[config.mk]
export PLATFORM = sky130hd
export DESIGN_NAME = fpu_mul_result_queue
export DESIGN_NICKNAME = d
export VERILOG_FILES = /design/src/rtl/fpu_mul_result_queue.sv
export SDC_FILE = /design/constraint.sdc
export NUM_CORES = 1
export LEC_CHECK = 0
export BUFFER_PORTS_ARGS = -buffer_cell sky130_fd_sc_hd__buf_2
export CAP_MARGIN = 15
export CORE_MARGIN = 4
export CORE_UTILIZATION = 58
export DETAILED_ROUTE_END_ITERATION = 8
export GPL_TIMING_DRIVEN = 0
export PLACE_DENSITY_LB_ADDON = 0.25
export SYNTH_ARGS = -nofsm -noshare
export SYNTH_HDL_FRONTEND = slang
export SYNTH_SLANG_ARGS = --single-unit
[constraint.sdc]
create_clock -name clk -period 6.9 [get_ports clk]
set_clock_uncertainty 0.2 [all_clocks]
set_input_delay 0.345 -clock clk [delete_from_list [all_inputs] [get_ports clk]]
set_output_delay 0.345 -clock clk [all_outputs]
set_load 0.03 [all_outputs]
[src/rtl/fpu_mul_result_queue.sv]
// Capture queue for FP multiplier products: DEPTH-entry FIFO with valid/ready on both sides and sticky status flags.
// Push-to-output latency is 1 cycle, or 0 with FPU_RESQ_BYPASS_EN when empty; in_ready drops only when full.
module fpu_mul_result_queue #(
  parameter int DEPTH = 4,
  parameter int W     = 64
) (
  input  logic                   clk,
  input  logic                   rst_n,
  input  logic                   in_valid,
  output logic                   in_ready,
  input  logic [W-1:0]           in_result,
  input  logic                   in_is_32bit,
  input  logic                   in_exc,
  input  logic                   in_ovf,
  input  logic                   in_unf,
  output logic                   out_valid,
  input  logic                   out_ready,
  output logic [W-1:0]           out_result,
  output logic                   out_is_32bit,
  output logic [2:0]             out_flags,
  output logic [2:0]             sticky_flags,
  input  logic                   flags_clr,
  output logic [$clog2(DEPTH):0] count
);

  localparam int AW = $clog2(DEPTH);
  localparam logic [AW:0] FULL_CNT = (AW+1)'(DEPTH);

  typedef struct packed {
    logic [W-1:0] result;
    logic         is_32bit;
    logic [2:0]   flags;
  } entry_t;

  entry_t        mem [DEPTH];
  entry_t        in_entry;
  entry_t        head;
  logic [AW-1:0] wr_ptr;
  logic [AW-1:0] rd_ptr;
  logic          accept;
  logic          push;
  logic          pop;
  logic          bypass;

  // Single-precision products carry garbage in the upper half; zero it before storing.
  always_comb begin
    in_entry.result   = in_is_32bit ? (in_result & W'(32'hFFFF_FFFF)) : in_result;
    in_entry.is_32bit = in_is_32bit;
    in_entry.flags    = {in_exc, in_ovf, in_unf};
  end

  assign in_ready = (count != FULL_CNT);
  assign accept   = in_valid & in_ready;

`ifdef FPU_RESQ_BYPASS_EN
  assign bypass = (count == '0) & in_valid & out_ready;
`else
  assign bypass = 1'b0;
`endif

  assign push = accept & ~bypass;
  assign pop  = (count != '0) & out_ready;
  assign head = mem[rd_ptr];

  assign out_valid    = (count != '0) | bypass;
  assign out_result   = bypass ? in_entry.result   : head.result;
  assign out_is_32bit = bypass ? in_entry.is_32bit : head.is_32bit;
  assign out_flags    = bypass ? in_entry.flags    : head.flags;

  always_ff @(posedge clk or negedge rst_n) begin
    if (!rst_n) begin
      for (int i = 0; i < DEPTH; i++) mem[i] <= '0;
      wr_ptr       <= '0;
      rd_ptr       <= '0;
      count        <= '0;
      sticky_flags <= '0;
    end else begin
      if (push) begin
        mem[wr_ptr] <= in_entry;
        wr_ptr      <= wr_ptr + 1'b1;
      end
      if (pop) rd_ptr <= rd_ptr + 1'b1;
      case ({push, pop})
        2'b10:   count <= count + 1'b1;
        2'b01:   count <= count - 1'b1;
        default: count <= count;
      endcase
      // A flag event arriving with the clear is kept, so no exception is lost.
      if (flags_clr)   sticky_flags <= accept ? in_entry.flags : 3'b000;
      else if (accept) sticky_flags <= sticky_flags | in_entry.flags;
    end
  end

endmodule

==> results of run 1 <==
[power by group]
group | total (uW) | internal, uW | leakage (uW) | switching, uW
clock | 1590 | 949 | 0.000487 | 640
combinational | 3640 | 1730 | 0.00279 | 1910
sequential | 2850 | 2440 | 0.00348 | 411
total | 8080 | 5110 | 0.00676 | 2960
[synth_stat cells, drive strengths merged]
master	n
nor2b	33
xnor2	3
nor3b	1
mux2i	1
ha	5
o31a	1
nor2	5
inv	8
nand2	5
a22o	3
dfrtp	282
mux2	273
buf	36
clkbuf	12
mux4	68
or3	1
xor2	3
fa	1
[cells in the final DEF, fill, tap and decap left out]
cell type / count
clkbuf_8: 6
clkbuf_16: 29
fa_1: 1
clkinv_2: 8
mux2i_1: 1
ha_1: 5
dfrtp_1: 282
mux2_1: 4
buf_4: 4
mux4_2: 68
buf_6: 4
buf_2: 175
xnor2_1: 3
buf_16: 2
buf_8: 1
nor3b_4: 1
clkbuf_1: 17
bufinv_16: 3
xor2_1: 3
nor2_1: 5
nand2_1: 5
inv_1: 8
nor2b_1: 33
clkinvlp_4: 1
clkinv_8: 1
o31a_1: 1
mux2_2: 269
dlygate4sd3_1: 39
or3_1: 1
a22o_1: 3
[cell type report]
class	count	area [um2]
plain buffers	48	260
clock buffers	40	827
clock inverters	13	154
fillers	1375	6100
inverters	8	30.0
multi-input cells	403	5050
flip-flops and latches	282	7060
well taps	275	344
repair buffers	189	1200
[worst max-delay path by stage]
stage / from / end / cells past startpoint
2_1_floorplan: count[2] / count[2] / 10
3_3_place_gp: rst_n / mem[123] / 1
3_5_place_dp: rd_ptr[1] / out_result[43] / 5
4_1_cts: rd_ptr[1] / out_result[43] / 5
5_1_grt: rd_ptr[1] / out_result[43] / 5
6_report: rd_ptr[1] / out_result[46] / 5
[layer usage]
layer	global-route usage [%]	wire length (um)	up-vias
met4	5.05	468	2
met1	30.5	11100	3835
met2	41.1	14400	158
li1	-	-	3163
met5	0	12	-
met3	4.81	1400	37
[kinds of logic (layout without fill, tap and decap cells)]
group           count (synthesis)  count (layout)  synth area share (%)
mux                           342             342                  37.2
flops                         282             282                  56.9
buf+inv                        56             298                  2.34
simple gates                   45              45                  2.17
fa+ha+maj                       6               6                 0.666
xor+xnor                        6               6                 0.424
compound gates                  4               4                 0.283
[state kept, by name, indices dropped and copies added (netlist names)]
| signal | cells |
|---|---|
| rd_ptr | 2 |
| mem | 272 |
| wr_ptr | 2 |
| count | 3 |
| sticky_flags | 3 |
[worst max-delay path: stages (launching register included)]
cell      delay (ps)
dfrtp_1          330
clkbuf_1         360
clkbuf_1         580
buf_2            410
mux4_2           360
buf_2            200
[per-stage QoR]
stage,util (%),setup WS [ps],area [um2],power [uW]
after global placement,64.2,738,13500,6290
after CTS,71.0,3560,14900,8150
after floorplan,-,4510,12400,5510
final,71.0,3580,14900,8080
after global routing,71.0,3450,14900,8490
after detailed placement,64.5,4130,13600,6510
==> flow_summary.yaml, run 1 <==
place:
  dp.cells: 1166
  dp_hpwl_mm: 18.1
  port_buffers: 148
  finalWeightedCongestion: 0.768
finish:
  finalNonFillerCells: 1258
  layout-drive-gt1-share_pct: 58.2
  syn2layout_area_growth_pct: 20.3
  antennaDiodeCount: 0
  fin_nets: 1040
synth:
  synth_top_area_share_pct: 56.9
  synth_area_leaders: "dfrtp_1 (57%), mux2_2 (24%), mux4_2 (12%)"
  ys_types: 21
  netlist_instances: 741
  netlist_area_mm2: 0.0124
  synth.ff_latch_count: 282
  synth_seq_area_share_pct: 56.9
  ys_warn_count: 0
  syn_nets: 820
  syn_area_per_cell_um2: 16.7
  yosysTopAreaCell: "dfrtp_1"
timing:
  maxSlewHeadroom_pct: 54.3
  rsz0062_at_grt: "no"
  finalMaxSlewViolations: 0
  tightest_slew_ps: 686
  tns_ps: 0
  hold_viol: 0
  period_needed_ps: 3320
  finalSetupViolations: 0
  fin_crit_sh_pct: 48.2
  whs_ps: 38.9
  fmax_mhz: 301
critical_path:
  required_ps: 6360
  r2r_end: "count[2]"
  cp_data_arrival_time_ps: 2780
  worstSetupStartpointType: "flip-flop"
  r2r-start: "count[0]"
  reg2reg_slack_ps: 4350
  worstSetupPathType: "reg -> out"
  crit_path_max_fanout: 10
  cp-end-kind: "output pin"
  reg2reg_depth: 10
global_routing:
  grt_max_degree: 128
  antenna_found_initial: 1
  overflow: 0
  grt_use_total_pct: 23.4
  grt_pass1_vias: 8176
  grt_pass1_wl_mm: 44.6
detailed_routing:
  viasPerCell: 5.72
  drcViolationCount: 0
  vias: 7195
  routed_wl_mm: 27.3
  wl_per_cell_um: 21.7
  first_pass_iters: 4
  drt_iter0_markers: 337
  antenna_left: 0
flow_run:
  max-cap-violations: 0
floorplanning:
  io_pins: 149
  dieArea_mm2: 0.0238
  fp.dieH_um: 154
  dieWidth_um: 154
  row_count: 53
  initial_utilization_pct: 59.0
  core_mm2: 0.0210
clock_network:
  path_clk_slew_ps: 70
  clk_latency_ps: 530
  clockBufferDepth: 3
  cts_tree: "built"
  post_cts_buffers: 0
  ctsResizeCount: 0
  cts_hold_buf: 39
  cts-buffers-inserted: 29
  clock-sinks: 282
  htreeDepth: 1
  root_buffer: "clkbuf_16"
hold_path:
  hold_path_depth: 3
  holdPathEnd: "rd_ptr[0]"
  hp-start: "out_ready"
  hp-class: "in -> reg"
pwr:
  p_leak_uw: 0.00676
  ir_drop_mv: 0.310
  powerDensity_mw_per_mm2: 541
status:
  status: "finished clean"
Power figures use the tool's default switching activity.
==> inputs of run 2 (changes only) <==
--- a/config.mk
+++ b/config.mk
@@ -8,7 +8,7 @@
 export BUFFER_PORTS_ARGS = -buffer_cell sky130_fd_sc_hd__buf_2
 export CAP_MARGIN = 15
 export CORE_MARGIN = 4
-export CORE_UTILIZATION = 58
+export CORE_UTILIZATION = 53
 export DETAILED_ROUTE_END_ITERATION = 8
 export GPL_TIMING_DRIVEN = 0
 export PLACE_DENSITY_LB_ADDON = 0.25
==> constraint.sdc (replaced) <==
create_clock -name clk -period 2.9 [get_ports clk]
set_clock_uncertainty 0.2 [all_clocks]
set_input_delay 0.145 -clock clk [delete_from_list [all_inputs] [get_ports clk]]
set_output_delay 0.145 -clock clk [all_outputs]
set_load 0.03 [all_outputs]
==> run 2 against run 1 <==
  * Clock-buffer cell count up 3
  * Sequential power up 140%
  * Flip-flop and latch count unchanged
  * Largest cell class unchanged
  * Largest power group unchanged
==> flow_summary.yaml, run 2 (same netlist as run 1, synthesis figures left out) <==
status:
  status: "finished clean"
detailed_routing:
  vias: 7245
  viasPerCell: 5.45
  drt_iter0_markers: 330
  wl_per_cell_um: 19.7
  first_pass_iters: 4
  antenna_left: 0
  routed_wl_mm: 26.1
  drcViolationCount: 0
finish:
  antennaDiodeCount: 0
  fin_nets: 1076
  layout-drive-gt1-share_pct: 56.2
  largest_register_ffs: 272
  final_cell_mix: "dfrtp_1 (282), mux2_2 (269), buf_2 (174)"
  syn2layout_area_growth_pct: 23.3
  max_flop_register: "mem"
  largestRegisters: "mem (272), count (3), sticky_flags (3)"
  final_common_cell: "dfrtp_1"
clock_network:
  clock-sinks: 282
  clockBufferDepth: 3
  cts_tree: "built"
  cts-buffers-inserted: 30
  htreeDepth: 1
  post_cts_buffers: 0
  clk_latency_ps: 550
  path_clk_slew_ps: 60
  root_buffer: "clkbuf_16"
floorplanning:
  initial_utilization_pct: 54.3
  core_mm2: 0.0228
  io_pins: 149
  dieWidth_um: 161
  dieArea_mm2: 0.0259
  fp.dieH_um: 161
  row_count: 55
hold_path:
  hold_path_depth: 3
  hp-class: "in -> reg"
timing:
  finalMaxSlewViolations: 0
  hold_viol: 0
  maxSlewHeadroom_pct: 54.1
  period_needed_ps: 2770
  finalSetupViolations: 0
  whs_ps: 36.5
  fmax_mhz: 361
  tightest_slew_ps: 688
  fin_crit_sh_pct: 95.5
  rsz0062_at_grt: "yes"
pwr:
  powerDensity_mw_per_mm2: 1240
  p_seq_share_pct: 35.4
  total_power_uw: 18900
  ir_drop_mv: 0.899
  swShare_pct: 36.2
  internal-power_uw: 12100
  p_comb_share_pct: 45.5
  clock_power_share_pct: 19.1
  p_switching_uw: 6840
  p_leak_uw: 0.00689
global_routing:
  antenna_found_initial: 0
  overflow: 0
  grt_use_total_pct: 20.5
  grt_pass1_vias: 7965
  grt_pass1_wl_mm: 42.9
  grt_max_degree: 123
place:
  port_buffers: 148
  dp_hpwl_mm: 16.8
  finalWeightedCongestion: 0.753
critical_path:
  required_ps: 2560
  cp_data_arrival_time_ps: 2430
  cp-end-kind: "output pin"
  worstSetupPathType: "reg -> out"
  crit_path_max_fanout: 10
  worstSetupStartpointType: "flip-flop"
  reg2reg_depth: 10
flow_run:
  max-cap-violations: 0
[run 2: critical path, stage by stage (launching register included)]
cell      delay [ps]
dfrtp_1          320
clkbuf_1         330
clkbuf_4         350
buf_2            320
mux4_2           370
buf_2            200
[run 2: area by class of cell]
class / count / area, um2
clock inverters: 8 / 67.6
fillers: 1636 / 7550
multi-input cells: 403 / 5050
inverters: 8 / 30.0
clock buffers: 43 / 861
flip-flops and latches: 282 / 7060
repair buffers: 224 / 1560
well taps: 313 / 392
plain buffers: 48 / 269
[run 2: final timing paths]
check                                 start             end  slack, ps
min in group asynchronous             rst_n        mem[234]        530
worst min-delay path            in_is_32bit        mem[106]         40
max in group asynchronous             rst_n         mem[55]       1350
worst min register to register     mem[225]        mem[225]        280
worst max-delay path              rd_ptr[1]  out_result[46]        130
worst max register to register     count[1]        count[2]        400
[run 2: timing repair]
action                                  in CTS  in global routing
hold endpoints to repair                   555                  0
endpoints found under the setup margin      10                 27
gates resized for setup                      2                  5
hold buffers                                74                  0
[run 2: stage by stage]
stage	cell area (um2)	util (%)	worst slack, ps	std cells	TNS (ps)
finish	15300	66.9	130	1329	0
global route	15300	66.9	-26.2	1329	-188
CTS	15300	66.9	9.25	1329	0
detailed placement	13600	59.5	319	1204	0
global placement	13500	59.2	-3840	1202	-1073750
floorplan	12400	-	510	741	0
[run 2: per-layer routing]
layer	GRT usage (%)	share of wire (%)	up-vias
li1	-	-	3236
met1	29.3	45	3815
met2	33.8	49	152
met3	3.70	4.4	42
met4	4.46	1.9	0
met5	0	0	-
[run 2: power by group through the flow]
stage	combinational (uW)	clock, uW	sequential [uW]
3_5_place_dp	8600	0	6760
5_1_grt	9190	3860	6930
4_1_cts	8720	3700	6700
3_3_place_gp	8450	0	6680
2_1_floorplan	6610	0	6500
6_report	8590	3620	6700
==> inputs of run 3 (changes only) <==
--- a/config.mk
+++ b/config.mk
@@ -8,7 +8,7 @@
 export BUFFER_PORTS_ARGS = -buffer_cell sky130_fd_sc_hd__buf_2
 export CAP_MARGIN = 15
 export CORE_MARGIN = 4
-export CORE_UTILIZATION = 53
+export CORE_UTILIZATION = 58
 export DETAILED_ROUTE_END_ITERATION = 8
 export GPL_TIMING_DRIVEN = 0
 export PLACE_DENSITY_LB_ADDON = 0.25
==> constraint.sdc (replaced) <==
create_clock -name clk -period 3.5 [get_ports clk]
set_clock_uncertainty 0.2 [all_clocks]
set_input_delay 0.175 -clock clk [delete_from_list [all_inputs] [get_ports clk]]
set_output_delay 0.175 -clock clk [all_outputs]
set_load 0.03 [all_outputs]
==> run 3 against run 2 <==
  * Worst setup slack better by 240 ps
  * Flip-flop and latch count unchanged
  * Sequential power down 16%
  * Routed wire length up 5.5%
  * Via count up 1.6%
  * Clock-buffer cell count down 3
  * Global-route usage up 3.1 points
  * Combinational power down 16%
  * Die area down 8.2%
  * First-iteration DRC count up 15%
  * Non-clock buffer count unchanged
  * Largest cell class unchanged
  * Largest power group unchanged
  * Highest routed layer unchanged
==> flow_summary.yaml, run 3 (same netlist as run 1, synthesis figures left out) <==
status:
  status: "finished clean"
critical_path:
  cp_data_arrival_time_ps: 2760
  path_buf_inv: 4
  reg2reg_slack_ps: 960
  slowest_stage: "clkbuf_1"
  worstSetupPathType: "reg -> out"
  reg2reg_depth: 10
  crit_family: "buffers and inverters"
  crit_path_max_incr_delay_ps: 570
  crit_path_max_fanout: 10
  worstPathCellList: "clkbuf_1 > clkbuf_1 > buf_2 > mux4_2 > buf_2"
  worstSetupStartpointType: "flip-flop"
  critical_path.startpoint: "rd_ptr[1]"
  r2r-start: "count[0]"
  timing.critical_path.to: "out_result[43]"
  required_ps: 3120
  cp-end-kind: "output pin"
  cp.depth: 5
  r2r_end: "count[2]"
finish:
  largestRegisters: "mem (272), count (3), sticky_flags (3)"
  layout-drive-gt1-share_pct: 56.2
  fillers: 1341
  max_flop_register: "mem"
  fin_nets: 1075
  antennaDiodeCount: 0
  syn2layout_area_growth_pct: 23.2
  final_cell_mix: "dfrtp_1 (282), mux2_2 (269), buf_2 (175)"
  fin_util_pct: 72.7
  finalNonFillerCells: 1293
  design_area_mm2: 0.0153
  largest_register_ffs: 272
  final_common_cell: "dfrtp_1"
global_routing:
  grt_pass1_wl_mm: 45.2
  grt_use_total_pct: 23.7
  use_met1_pct: 30.8
  top_usage_layer: "met2"
  met3_usage_pct: 4.42
  global_route.usage.met2_pct: 41.9
  grt_pass1_vias: 8347
  grt_max_degree: 128
  overflow: 0
  antenna_found_initial: 0
pwr:
  ir_drop_mv: 0.633
  powerDensity_mw_per_mm2: 1050
  p_leak_uw: 0.00690
detailed_routing:
  routed_wl_mm: 27.6
  vias: 7361
  wl_per_cell_um: 21.3
  viasPerCell: 5.69
  drcViolationCount: 0
  antenna_left: 0
  first_pass_iters: 4
  drt_iter0_markers: 378
place:
  finalWeightedCongestion: 0.768
  dp.cells: 1166
  dp_hpwl_mm: 18.1
  pre_cts_ws_ps: 903
  port_buffers: 148
  postPlaceCellArea_mm2: 0.0136
flow_run:
  max-cap-violations: 0
floorplanning:
  row_count: 53
  dieWidth_um: 154
  initial_utilization_pct: 59.0
  io_pins: 149
  dieArea_mm2: 0.0238
  core_mm2: 0.0210
  fp.dieH_um: 154
clock_network:
  clock-sinks: 282
  root_buffer: "clkbuf_16"
  clockBufferDepth: 3
  post_cts_buffers: 0
  cts_tree: "built"
  cts-buffers-inserted: 29
  path_clk_slew_ps: 70
  clk_latency_ps: 530
  htreeDepth: 1
timing:
  rsz0062_at_grt: "no"
  fin_crit_sh_pct: 89.6
  fmax_mhz: 319
  tightest_slew_ps: 686
  layout_setup_ws_ps: 365
  finalMaxSlewViolations: 0
  maxSlewHeadroom_pct: 54.3
  period_needed_ps: 3140
  finalSetupViolations: 0
  hold_viol: 0
  whs_ps: 66.4
hold_path:
  hp-class: "in -> reg"
run 3: changes by cell type in the layout (fill, tap and decap cells not counted), moves of 2 or more:
cell,previous run,this run
clkbuf_2,2,0
bufinv_16,1,3
clkinv_2,6,8
clkbuf_16,31,29
clkbuf_8,4,6
clkbuf_4,2,0
run 3: metrics by stage:
stage / total power [uW] / TNS (ps)
floorplan: 10900 / 0
global route: 16800 / 0
CTS: 16100 / 0
finish: 16000 / 0
detailed placement: 12800 / 0
global placement: 12400 / -694270
run 3: timing repair:
action | 4_1_cts | 5_1_grt
gates resized for setup | 0 | 0
hold buffers | 74 | 0
endpoints found under the hold margin | 554 | 0
run 3: worst register-to-register path, stage by stage (launching register included):
cell	delay (ps)
dfrtp_1	470
nor3b_4	320
nor2b_1	80
clkbuf_1	220
inv_1	120
ha_1	180
inv_1	60
fa_1	380
xor2_1	160
nor2_1	130
xor2_1	160
run 3: area by class of cell:
type | count | area (um2) | area share [%]
Buffer | 48 | 260 | 1.70
Clock buffer | 40 | 827 | 5.41
Clock inverter | 13 | 154 | 1.01
Inverter | 8 | 30.0 | 0.197
Multi-Input combinational cell | 403 | 5050 | 33.1
Sequential cell | 282 | 7060 | 46.2
Tap cell | 275 | 344 | 2.25
Timing Repair Buffer | 224 | 1550 | 10.1
run 3: metal layers:
layer / routed length (um) / vias to the layer above
li1: - / 3239
met1: 11100 / 3918
met2: 14600 / 170
met3: 1370 / 34
met4: 465 / 0
met5: 0 / -
run 3: where the power goes:
group	total [uW]	switching, uW	internal (uW)
sequential	5620	812	4810
combinational	7210	3780	3430
clock	3130	1260	1870
run 3: worst min-delay path by stage:
stage	start	end	slack, ps	depth (start not counted)
floorplan	rst_n	count[0]	-320	0
finish	in_is_32bit	mem[67]	70	3
global placement	in_result[15]	mem[223]	230	2
detailed placement	rst_n	mem[234]	-40	1
CTS	in_is_32bit	mem[203]	50	3
global route	in_is_32bit	mem[67]	90	3
